--- config.mk ---
export PLATFORM = sky130hd
export DESIGN_NAME = ttt_turn_controller
export DESIGN_NICKNAME = d
export VERILOG_FILES = /design/src/rtl/ttt_turn_controller.sv
export SDC_FILE = /design/constraint.sdc
export NUM_CORES = 1
export LEC_CHECK = 0
export ABC_CLOCK_PERIOD_IN_PS = 4010
export CORE_MARGIN = 2
export CORE_UTILIZATION = 45
export CTS_CLUSTER_SIZE = 24
export DETAILED_ROUTE_END_ITERATION = 10
export MAX_ROUTING_LAYER = met4
export PLACE_DENSITY = 0.66
export SETUP_SLACK_MARGIN = 0.02
export SYNTH_ARGS = -nofsm -noshare
export SYNTH_HDL_FRONTEND = slang
export SYNTH_SLANG_ARGS = --single-unit
--- constraint.sdc ---
create_clock -name clk -period 4.01 [get_ports clk]
set_clock_uncertainty 0.2 [all_clocks]
set_input_delay 0.802 -clock clk [delete_from_list [all_inputs] [get_ports clk]]
set_output_delay 0.802 -clock clk [all_outputs]
set_load 0.01 [all_outputs]
--- src/rtl/ttt_turn_controller.sv ---
// Turn sequencer for the 3x3 tic-tac-toe datapath: validates keypad moves, owns the
// board register, detects win/draw for the mover and enforces an optional turn timer.
module ttt_turn_controller #(
  parameter bit          FIRST_O      = 1'b0,
  parameter int unsigned TURN_TIMEOUT = 500000000,
  parameter int unsigned TMR_W        = 29
) (
  input  logic        clk,
  input  logic        rst_n,
  input  logic        start,
  input  logic        key_strobe,
  input  logic [3:0]  key_data,
  output logic [17:0] board,
  output logic        turn_o,
  output logic [1:0]  result,
  output logic        in_game,
  output logic        illegal,
  output logic        timeout,
  output logic [3:0]  move_cnt
);

  typedef enum logic [1:0] {S_IDLE, S_PLAY, S_EVAL, S_OVER} state_t;

  localparam logic [TMR_W-1:0] TMR_LAST = TMR_W'(TURN_TIMEOUT - 1);

  state_t           state_q, state_d;
  logic [17:0]      board_q, board_d;
  logic             turn_q, turn_d;
  logic [1:0]       result_q, result_d;
  logic [3:0]       cnt_q, cnt_d;
  logic [TMR_W-1:0] timer_q, timer_d;
  logic             illegal_q, illegal_d;
  logic             timeout_q, timeout_d;

  logic             key_valid;
  logic             key_free;
  logic [17:0]      mark_mask;
  logic [8:0]       mine;
  logic             win;

  // Decode the key into a cell, check occupancy and build the mover's mark bit
  always_comb begin
    key_valid = 1'b0;
    key_free  = 1'b0;
    mark_mask = '0;
    mine      = '0;
    for (int k = 1; k <= 9; k++) begin
      mine[k-1] = turn_q ? board_q[19-2*k] : board_q[18-2*k];
      if (key_data == 4'(k)) begin
        key_valid = 1'b1;
        key_free  = (board_q[19-2*k -: 2] == 2'b00);
        if (turn_q) mark_mask[19-2*k] = 1'b1;
        else        mark_mask[18-2*k] = 1'b1;
      end
    end
    win = (&mine[2:0]) | (&mine[5:3]) | (&mine[8:6]) |
          (mine[0] & mine[3] & mine[6]) | (mine[1] & mine[4] & mine[7]) |
          (mine[2] & mine[5] & mine[8]) |
          (mine[0] & mine[4] & mine[8]) | (mine[2] & mine[4] & mine[6]);
  end

  always_comb begin
    state_d   = state_q;
    board_d   = board_q;
    turn_d    = turn_q;
    result_d  = result_q;
    cnt_d     = cnt_q;
    timer_d   = '0;
    illegal_d = 1'b0;
    timeout_d = 1'b0;
    if (start) begin
      state_d  = S_PLAY;
      board_d  = '0;
      result_d = 2'b00;
      cnt_d    = 4'd0;
      turn_d   = FIRST_O;
    end else begin
      case (state_q)
        S_PLAY: begin
          if (key_strobe) begin
            if (key_valid && key_free) begin
              board_d = board_q | mark_mask;
              cnt_d   = cnt_q + 4'd1;
              state_d = S_EVAL;
            end else begin
              // A rejected key on the final timer cycle still rescues the turn
              illegal_d = 1'b1;
              timer_d   = (TURN_TIMEOUT != 0 && timer_q == TMR_LAST) ? '0 : timer_q;
            end
          end else if (TURN_TIMEOUT != 0) begin
            if (timer_q == TMR_LAST) begin
              turn_d    = ~turn_q;
              timeout_d = 1'b1;
            end else begin
              timer_d = timer_q + 1'b1;
            end
          end
        end
        S_EVAL: begin
          if (win) begin
            result_d = turn_q ? 2'b10 : 2'b01;
            state_d  = S_OVER;
          end else if (cnt_q == 4'd9) begin
            result_d = 2'b11;
            state_d  = S_OVER;
          end else begin
            turn_d  = ~turn_q;
            state_d = S_PLAY;
          end
        end
        default: ;
      endcase
    end
  end

  always_ff @(posedge clk or negedge rst_n) begin
    if (!rst_n) begin
      state_q   <= S_IDLE;
      board_q   <= '0;
      turn_q    <= FIRST_O;
      result_q  <= 2'b00;
      cnt_q     <= 4'd0;
      timer_q   <= '0;
      illegal_q <= 1'b0;
      timeout_q <= 1'b0;
    end else begin
      state_q   <= state_d;
      board_q   <= board_d;
      turn_q    <= turn_d;
      result_q  <= result_d;
      cnt_q     <= cnt_d;
      timer_q   <= timer_d;
      illegal_q <= illegal_d;
      timeout_q <= timeout_d;
    end
  end

  assign board    = board_q;
  assign turn_o   = turn_q;
  assign result   = result_q;
  assign move_cnt = cnt_q;
  assign illegal  = illegal_q;
  assign timeout  = timeout_q;
  assign in_game  = (state_q == S_PLAY) || (state_q == S_EVAL);

endmodule

==> impl_metrics.ini, run 1 <==
[global_route]
grt_max_degree = 41
grt_pass1_wl_um = 14860
antenna_found_initial = 0
grt_pass1_vias = 3009
grt_overflow = 0
track_usage_pct = 22.65

[sta]
period_share_pct = 77.59
rsz0062_at_grt = false
finalSetupViolCount = 0
setup_tns_ns = 0
hold_viol = 0
fmax_mhz = 321.4
tightest_slew_ns = 1.018
slew_headroom_pct = 31.75
fin_crit_ns = 3.111
setup_slack_ns = 0.8987
maxSlewViolCount = 0

[run_status]
status = finished, final reports clean

[worst_setup_path]
required_ns = 4.03
r2r-start = timer_q[0]
reg2reg_depth = 7
crit_arrival_ns = 3.13
reg2reg_to = timer_q[16]
start_kind = input pin
worst-r2r-setup-slack_ns = 1.29
crit_fanout = 11
cp-end-kind = flop
critPathKind = input pin to flop

[logic_synthesis]
synthSimpleGateAreaFrac_pct = 26.10
syn_area_um2 = 3476
ys_seq_area_share_pct = 41.76
synth_commonest_cells = dfrtp_1, nor2_1, a21oi_1, a31oi_1, o21ai_1
synth-compound-area-share_pct = 24.30
synthArstFlopShare_pct = 100.0
synth_xor_area_share_pct = 0.5040
syn_nets = 391
yosysTopAreaCell = dfrtp_1
synth-seq-cells = 58
yosysMostFrequentCell = dfrtp_1
postSynthAreaPerCell_um2 = 9.195
ys.flop_type = dfrtp_1
synth_top_family_by_area = simple AND/OR/NAND/NOR gates
synth_mux_area_share_pct = 1.260
synth_top_area_share_pct = 41.76
synth_edf_count = 0
syn_inst = 378
synth_top_cells_by_area = dfrtp_1, nor2_1, a31oi_1, a21oi_1, o21ai_1
ys_warn_count = 0
ys_types = 72
synth_fa_ha_area_share_pct = 1.800

[cells_and_area]
stdcell_area_um2 = 4050
drive_above_1_share_pct = 11.81
fin_util_pct = 53.24
final_nets = 423
syn2layout_area_growth_pct = 16.52
fillerInstances = 704
antenna_cells = 0

[routing]
via_per_inst = 5.940
detailroute.via_count = 3071
route.met2.wl_um = 3950
antenna_left = 0
routed.top_layer = met4
route.detailed.drc = 0
routedWlPerCell_um = 16.55
first_iter_violations = 264
wl_met3_um = 382
met1_length_um = 4149
routed_wl_um = 8555
firstDrtPassIters = 5

[placement]
pre_cts_ws_ns = 0.5684
gp_congestion = 0.9440
portBuffers = 35
dp_hpwl_um = 5985
post_dp_cell_area_um2 = 3879

[clock_network]
clock_path_buffers = 2
clockRootBuffer = clkbuf_8
cts_tree = yes
insertion_delay_ns = 0.33
post_cts_buffers = 0
cts-hold-fix-buffers = 0
htree_num_levels = 3
cts_inserted_buffers = 9
cts.sinks = 58
ctsResizeCount = 0
clk_pin_slew_ns = 0.07

[die]
die_area_um2 = 8443
io_pins = 36
core.rowCount = 32
core_um2 = 7607
fp.dieH_um = 91.89
chipWidth_um = 91.89
start_util_pct = 45.69

[flow_run]
drv_cap = 0

[pwr]
power.leakage_nw = 1.667
ir_drop_mv = 0.1541
powerDensity_nw_per_um2 = 311.1

[worst_hold_path]
min_path_type = input pin to async pin
## how the worst max path moves through the flow
stage                           start          end  cells after the start
after global placement    key_data[1]  move_cnt[3]                      7
after floorplan           key_data[3]  move_cnt[3]                      7
after detailed placement  key_data[1]  move_cnt[3]                      7
final                     key_data[3]  move_cnt[3]                      7
after global routing      key_data[1]  move_cnt[3]                      7
after CTS                 key_data[1]  move_cnt[3]                      7
## registers in the layout (all words and copies together) (netlist names)
name      count
board        18
illegal       1
move_cnt      4
result        2
state_q       2
timeout       1
timer_q      29
turn_o        1
## layout by cell type, fill, tap and decap left out, drive strengths merged, types with 3 or more instances in the layout
cell           instances
dfrtp                 58
nor2                  48
clkdlybuf4s50         34
o21ai                 31
a21oi                 30
a31oi                 25
nand2                 17
nor3                  16
nand3                 14
nand4                 12
clkbuf                11
and3                  10
inv                    9
a22o                   8
buf                    7
or3                    6
nand2b                 5
a22oi                  5
ha                     5
nor4                   5
nor2b                  4
and2                   4
o31ai                  4
o211ai                 3
clkinv                 3
nor4b                  3
o2111ai                3
a211oi                 3
## area by class of cell
type	instances	area [µm²]	area share, %
multi-input combinational	291	1876	46.31
sequential	58	1451	35.84
timing repair buffer	41	390.4	9.639
clock buffer	11	141.4	3.491
tap	102	127.6	3.151
inverter	9	33.78	0.8341
clock inverter	5	30.03	0.7414
## worst max-delay path, stage by stage
cell and delay (ns):
clkdlybuf4s50_1 0.71, or3b_1 0.44, mux2i_4 0.25, o311ai_4 0.15
a21oi_4 0.31, nand4_1 0.15, mux2_1 0.32
## cell families after synthesis
| group | after synthesis |
|---|---|
| flops | 58 |
| compound gates | 123 |
| mux | 3 |
| fa+ha+maj | 5 |
| buf+inv | 29 |
| simple gates | 158 |
| xor+xnor | 2 |
## per-stage QoR
step / total power, W / hold slack [ns] / instances
after floorplan: 0.0007327 / 0.2416 / 378
after global placement: 0.0007926 / 0.2689 / 501
after detailed placement: 0.0007964 / 0.2842 / 501
after CTS: 0.001277 / 0.2030 / 517
after global routing: 0.001326 / 0.2272 / 517
final: 0.001260 / 0.2087 / 517
## routing by layer
layer | vias up | GRT usage (%)
met4 | 0 | 8.085
met1 | 1499 | 31.59
met5 | - | -
met3 | 6 | 4.191
li1 | 1485 | -
met2 | 81 | 33.21
## report_power, final
part | internal, W | switching (W) | leakage [nW]
clock network | 0.000238 | 0.000236 | 0.0851
logic | 0.0000642 | 0.000115 | 0.778
registers | 0.000595 | 0.0000115 | 0.804
total | 0.000897 | 0.000363 | 1.67
(Power assumes the default switching activity.)
==> run 2: changes to the inputs <==
Settings changed: ABC_CLOCK_PERIOD_IN_PS 4010 to 2600, PLACE_DENSITY 0.66 to 0.68.
Clock period 4.01 ns to 2.6 ns, I/O delays scaled along.
==> run 2 against run 1 <==
  * Worst setup slack lost 0.73 ns
  * Clock-buffer cell count grew 2
  * Utilization up 4.0 points
  * Cell count grew 5.8%
  * Power increased by 69%
  * Cell area grew 7.6%
  * Sequential cell count unchanged
  * Combinational power increased by 82%
  * Sequential share of layout area is 2.5 points lower
  * Critical endpoint is now board[9]
==> impl_metrics.ini, run 2 (synthesis gave the netlist of run 1 again) <==
[routing]
wl_met3_um = 371
routed.top_layer = met4
firstDrtPassIters = 4
routed_wl_um = 8933
route.detailed.drc = 0
routedWlPerCell_um = 16.33
met1_length_um = 4260
antenna_left = 0
detailroute.via_count = 3154
via_per_inst = 5.766
first_iter_violations = 145
route.met2.wl_um = 4216

[clock_network]
cts_inserted_buffers = 9
cts_tree = yes
clockRootBuffer = clkbuf_8
clk_pin_slew_ns = 0.06
clock_path_buffers = 2
htree_num_levels = 3
insertion_delay_ns = 0.33
cts.sinks = 58

[worst_setup_path]
worst-r2r-setup-slack_ns = 0.21
r2r-start = timer_q[0]
required_ns = 2.62
reg2reg_to = turn_o
crit_fanout = 9
cp-end-kind = flop
start_kind = input pin
critPathKind = input pin to flop
reg2reg_depth = 8
crit_arrival_ns = 2.44

[cells_and_area]
final_common_cell = dfrtp_1
final_cell_mix = dfrtp_1, nor2_1, buf_4, clkdlybuf4s50_1, a21oi_1
multi_input_area_um2 = 1884
drive_above_1_share_pct = 17.75
top_register = timer_q
final_cells = 547
fillerInstances = 697
syn2layout_area_growth_pct = 25.38
final_nets = 454
largest_register_ffs = 29
regArea_um2 = 1453
antenna_cells = 0

[placement]
dp_hpwl_um = 6092
gp_congestion = 0.8315
pre_cts_ws_ns = -0.2639
portBuffers = 35
dp_cells = 528

[sta]
finalSetupViolCount = 0
hold_viol = 0
period_share_pct = 93.41
tightest_slew_ns = 0.6462
setup_tns_ns = 0
setup_slack_ns = 0.1714
maxSlewViolCount = 0
slew_headroom_pct = 56.92
fin_crit_ns = 2.429
fmax_mhz = 411.8
rsz0062_at_grt = false
timing.hold.ws_ns = 0.2961

[global_route]
grt_pass1_vias = 3081
grt_max_degree = 59
grt_pass1_wl_um = 14970
antenna_found_initial = 0
grt_overflow = 0
track_usage_pct = 22.70

[die]
die_area_um2 = 8443
fp.dieH_um = 91.89
chipWidth_um = 91.89
io_pins = 36
core.rowCount = 32
start_util_pct = 45.69
core_um2 = 7607

[worst_hold_path]
hold_path.startpoint = result[0]
hold_depth = 1
whs_endpoint = result[0]
min_path_type = flop to flop

[pwr]
power.leakage_nw = 1.862
powerDensity_nw_per_um2 = 487.6
ir_drop_mv = 0.4615

[run_status]
status = finished, final reports clean

[flow_run]
drv_cap = 0
## run 2: timing repair
item	4_1_cts	5_1_grt
endpoints found under the setup margin	0	30
resized for setup	0	4
endpoints found under the hold margin	57	0
hold buffers	1	0
setup buffers	0	3
## run 2: worst max path at each step
stage	from	slack, ns	endpoint
after detailed placement	key_data[0]	-0.26	board[12]
after global routing	key_data[2]	0.06	timer_q[28]
after CTS	timer_q[0]	0.02	timer_q[16]
after global placement	key_data[0]	-0.20	board[14]
after floorplan	key_data[3]	0.27	move_cnt[3]
final	key_data[2]	0.17	board[9]
## run 2: metal layers
layer	vias up	track usage (%)
met1	1543	31.36
li1	1547	-
met2	58	33.15
met5	-	-
met4	0	9.701
met3	6	3.780
## run 2: worst max-delay path: stages
cell and delay (ns):
clkdlybuf4s50_1 0.59, and4bb_2 0.28, and2_2 0.18, o311ai_4 0.39
a21oi_4 0.05, buf_4 0.19, a31oi_1 0.18, nor2_1 0.06
## run 2: stage by stage
step / util [%] / power, W / cell area (µm²)
3_3_place_gp: 53.82 / 0.001256 / 4094
2_1_floorplan: - / 0.001130 / 3476
4_1_cts: 56.63 / 0.002136 / 4308
5_1_grt: 57.29 / 0.002224 / 4358
6_report: 57.29 / 0.002125 / 4358
3_5_place_dp: 53.82 / 0.001259 / 4094
## run 2: power breakdown
| part | total (W) | internal [W] | switching [W] |
|---|---|---|---|
| combinational | 0.000325 | 0.000137 | 0.000188 |
| clock | 0.000864 | 0.000515 | 0.000349 |
| sequential | 0.000936 | 0.000919 | 0.0000176 |
| total | 0.00212 | 0.00157 | 0.000554 |
## run 2: layout make-up
cell class              instances  area share (%)
clock buffers                  13           3.876
multi-input cells             291           43.24
well taps                     102           2.929
inverters                       9          0.7752
flip-flops and latches         58           33.33
repair buffers                 72           15.04
clock inverters                 2          0.8039
==> run 3: changes to the inputs <==
Settings changed: CORE_UTILIZATION 45 to 50, PLACE_DENSITY 0.68 to 0.74.
==> run 3 against run 2 <==
  * Worst hold slack worse by 0.0034 ns
  * Critical endpoint is now turn_o
  * First-iteration DRC count grew 80%
  * Cell area shrank 0.78%
  * Clock power is 3.6% lower
  * Non-clock buffer count is 2 lower
  * Largest cell class unchanged
  * Utilization is 6.7 points higher
  * Largest power group unchanged
  * Clock-buffer cell count is 2 lower
==> impl_metrics.ini, run 3 (synthesis gave the netlist of run 1 again) <==
[clock_network]
clockRootBuffer = clkbuf_8
cts_inserted_buffers = 9
cts_tree = yes
htree_num_levels = 3
post_cts_buffers = 0
clk_pin_slew_ns = 0.07
clock_path_buffers = 2
insertion_delay_ns = 0.34
cts.sinks = 58

[sta]
hold_viol = 0
tightest_slew_ns = 0.6380
fmax_mhz = 402.5
maxSlewViolCount = 0
finalSetupViolCount = 0
rsz0062_at_grt = true
period_share_pct = 95.56
slew_headroom_pct = 57.47
timing.hold.ws_ns = 0.2927
fin_crit_ns = 2.485

[routing]
via_per_inst = 6.309
firstDrtPassIters = 5
first_iter_violations = 261
routedWlPerCell_um = 17.25
detailroute.via_count = 3306
route.detailed.drc = 0
antenna_left = 0
routed_wl_um = 9038

[placement]
post_dp_cell_area_um2 = 4086
dp_hpwl_um = 6365
dp_cells = 507
portBuffers = 35
gp_congestion = 0.9074

[worst_setup_path]
reg2reg_to = turn_o
required_ns = 2.65
path_cells = ha_1, and3_2, nand4_4, buf_4, nor4_2, nor2_1, or4b_1, o2111ai_1
cp-endpoint = turn_o
critPathMaxStageDelay_ns = 0.49
crit_family = simple AND/OR/NAND/NOR gates
r2r-start = timer_q[0]
start_kind = flop
cp-end-kind = flop
crit_arrival_ns = 2.54
crit_slowest_cell = or4b_1
reg2reg_depth = 8
critPathBufInv = 1
crit_fanout = 11
cp.depth = 8
crit_start = timer_q[0]
worst-r2r-setup-slack_ns = 0.12
critPathKind = flop to flop

[cells_and_area]
final_common_cell = dfrtp_1
antenna_cells = 0
stdcell_area_um2 = 4324
final_nets = 452
top_register = timer_q
drive_above_1_share_pct = 17.57
syn2layout_area_growth_pct = 24.41
final_cells = 524
largest_register_ffs = 29
final_cell_mix = dfrtp_1, nor2_1, clkdlybuf4s50_1, buf_4, a21oi_1
fin_util_pct = 64.00

[worst_hold_path]
hold_path.startpoint = timer_q[24]
min_path_type = flop to flop

[die]
io_pins = 36
core_um2 = 6756
core.rowCount = 30
fp.dieH_um = 87.38
chipWidth_um = 87.38
start_util_pct = 51.44
die_area_um2 = 7634

[pwr]
powerDensity_nw_per_um2 = 484.1
finalPower_w = 0.002093
power.leakage_nw = 1.875
ir_drop_mv = 0.3536

[run_status]
status = finished, final reports clean

[global_route]
grt_max_degree = 28
grt_overflow = 0
grt_pass1_wl_um = 15350
grt_pass1_vias = 3112
antenna_found_initial = 0
track_usage_pct = 26.47

[flow_run]
drv_cap = 0
-- run 3: power breakdown --
| group | internal (W) | switching (W) |
|---|---|---|
| clock | 0.000465 | 0.000368 |
| sequential | 0.000918 | 0.0000167 |
| combinational | 0.000135 | 0.000190 |
-- run 3: final cells by class --
type,instances,area [µm²]
flip-flops and latches,58,1451
inverters,9,33.78
clock inverters,5,53.80
multi-input cells,291,1903
clock buffers,11,141.4
repair buffers,70,640.6
fillers,546,2432
well taps,80,100.1
-- run 3: metrics by stage --
stage / worst slack, ns / setup TNS [ns]
final: 0.1154 / 0
after CTS: 0.02670 / 0
after global placement: -0.2018 / -6.789
after global routing: 0.009086 / 0
after detailed placement: -0.2797 / -10.54
after floorplan: 0.2736 / 0
-- run 3: worst min-delay path by stage --
stage	endpoint	slack, ns	cells past startpoint
after global placement	timer_q[24]	0.27	1
after floorplan	board[0]	0.02	0
after global routing	timer_q[19]	0.31	1
final	timer_q[24]	0.29	1
after CTS	timer_q[24]	0.29	1
after detailed placement	timer_q[24]	0.27	1
-- run 3: per-layer routing --
layer	vias up	share of wire [%]	track usage (%)
met3	20	4.7	4.265
met1	1627	46	35.89
li1	1548	-	-
met2	111	47	39.60
met5	-	0	-
met4	0	2.5	10.77
-- run 3: repair_timing --
action                     CTS  global route
setup endpoints to repair    0            44
hold endpoints to repair    21             0
hold buffers                 1             0
gates resized for setup      0             6
==> RTL change, RTL diff (config.mk and constraints of run 3) <==
The parameter `FIRST_O` goes from 1'b0 to 1'b1.
--- a/src/rtl/ttt_turn_controller.sv
+++ b/src/rtl/ttt_turn_controller.sv
@@ -3,3 +3,3 @@
 module ttt_turn_controller #(
-  parameter bit          FIRST_O      = 1'b0,
+  parameter bit          FIRST_O      = 1'b1,
   parameter int unsigned TURN_TIMEOUT = 500000000,
Formal check against the unedited RTL: not equivalent (Yosys sat finds a counterexample within 4 cycles, from zero or initial values and one cycle with rst_n low).
==> RTL change against run 3 <==
Hold slack barely moved. Final area increased by 1.3%. First-iteration DRC count up 18%. Via count grew 5.8%. Routed wire length is 6.2% higher. Synthesized area is 1.0% lower. Combinational power rose by 98%. Synthesized cell count rose by 3.4%. Sequential cell count is the same. Critical endpoint is now timer_q[14]$_DFFE_PN0P_. Power is 30% higher. Worst setup slack worse by 0.097 ns. Register-to-register slack improved by 0.14 ns.
==> RTL change: results (changes against run 3) <==
- Category of cells accounting for the largest share of critical-path delay: compound AO/OA/AOI/OAI gates (was simple AND/OR/NAND/NOR gates)
* Ratio of cells with drive above 1 in the final layout: 15.1% (was 17.6%)
- The arrival time at the worst endpoint came to 2.61 ns (was 2.54 ns).
* Met3 Use GR: 8.63% (was 4.27%)
- The first-pass GRT wire length is 15.6 mm (was 15.4 mm).
- The maximum number of pins on one net before global-route repair came to 39 (was 28).
- Last weighted congestion value of the routability-driven placer: 0.934 (was 0.907)
- The startpoint of the worst setup timing path was key_data[2] (was timer_q[0]$_DFFE_PN0P_).
- Leading post-synthesis cells by instance count: 57 x sky130_fd_sc_hd__dfrtp_1, 41 x sky130_fd_sc_hd__nor2_1, 32 x sky130_fd_sc_hd__a21oi_1 (was 58 x sky130_fd_sc_hd__dfrtp_1, 47 x sky130_fd_sc_hd__nor2_1, 27 x sky130_fd_sc_hd__a21oi_1).
* Reg2Reg Launch Point: timer_q[11]$_DFFE_PN0P_ (was timer_q[0]$_DFFE_PN0P_)
* Slowest stage cell on the critical path: sky130_fd_sc_hd__clkdlybuf4s50_1 (was sky130_fd_sc_hd__or4b_1)
- DPL Wire Length: 6.60 mm (was 6.36 mm)
- Worst-margin pin slew: 0.545 ns (was 0.638 ns)
- Hold Path Origin: result[1]$_DFFE_PN0P_ (was timer_q[24]$_DFFE_PN0P_)
- The highest net fanout along the worst path was 13 (was 11).
- Via count of the first global-routing pass: 3275 (was 3112)
* Met2 usage: 38.6% (was 39.6%)
- Cell variety after synth: 56 (was 72)
- Number of DRC markers in iteration 0: 309 (was 261)
- Met1 Use GR: 35.8% (was 35.9%)
* Global routing usage summed across all routing layers: 26.7% (was 26.5%)
* Crit-path max cell delay: 0.47 ns (was 0.49 ns)
- The vias per cell came to 6.50 (was 6.31).
- Most crowded layer after global routing: met2 (unchanged)
- Peak VDD IR: 0.431 mV (was 0.354 mV)
- The net count of the mapped netlist came to 404 (was 391).
- Count of fill cells added during filler insertion: 541 (was 546)
* Result of the run: completed (unchanged)
- The net total in the final layout is 466 (was 452).
* Leak pwr: 1.85 nW (was 1.87 nW)
RTL change: worst register-to-register path, delay by kind of cell, from the launching register on:
family,cells,cell delay (ns)
AOI/OAI and AO/OA,2,0.43
DFF,1,0.43
and+or+nand+nor,4,1.19
RTL change: worst paths after layout:
check / cells after the start / slack (ns) / endpoint
max in group asynchronous: 3 / 1.09 / board[1]$_DFFE_PN0P_
max: 7 / 0.02 / timer_q[14]$_DFFE_PN0P_
min reg2reg: 1 / 0.29 / result[1]$_DFFE_PN0P_
min: 1 / 0.29 / result[1]$_DFFE_PN0P_
max reg2reg: 6 / 0.26 / timer_q[28]$_DFFE_PN0P_
min in group asynchronous: 2 / 0.51 / board[10]$_DFFE_PN0P_
RTL change: where the power goes:
group / total (mW) / internal (mW) / switching [mW]
logic: 0.643 / 0.264 / 0.379
clock network: 1.05 / 0.690 / 0.364
registers: 1.02 / 0.949 / 0.0675
total: 2.71 / 1.90 / 0.811
RTL change: per-stage QoR:
stage | power (mW) | std cells | worst slack [ns]
final | 2.71 | 538 | 0.0187
after global routing | 2.84 | 538 | -0.00783
after global placement | 1.64 | 521 | -0.263
after floorplan | 1.39 | 391 | 0.253
after CTS | 2.71 | 538 | 0.0550
after detailed placement | 1.65 | 521 | -0.339
RTL change: final cells by class:
class	instances	area [um2]	share of cell area, %
Timing Repair Buffer	76	689	15.7
Clock inverter	4	97.6	2.23
Multi-Input combinational cell	297	1840	42.0
Tap cell	80	100	2.29
Clock buffer	12	155	3.54
Sequential cell	58	1450	33.2
Inverter	11	43.8	1.00
RTL change: cells by family after synthesis:
family	synth area share (%)
and+or+nand+nor	24.4
AOI/OAI and AO/OA	26.4
DFF	42.2
buffers and inverters	4.87
adders and majority gates	1.82
xor gates and xnor gates	0.255
RTL change: metal layers:
layer	wire, um	part of all wire (%)
met5	0	0
met3	772	8.0
met1	4190	44
met4	136	1.4
met2	4500	47
RTL change: repair_timing:
item                                    CTS  global route
gates resized for setup                   1             8
cloned                                    0             0
hold endpoints to repair                 19             0
pin swaps                                 0             1
hold buffers                              1             0
endpoints found under the setup margin    1            34
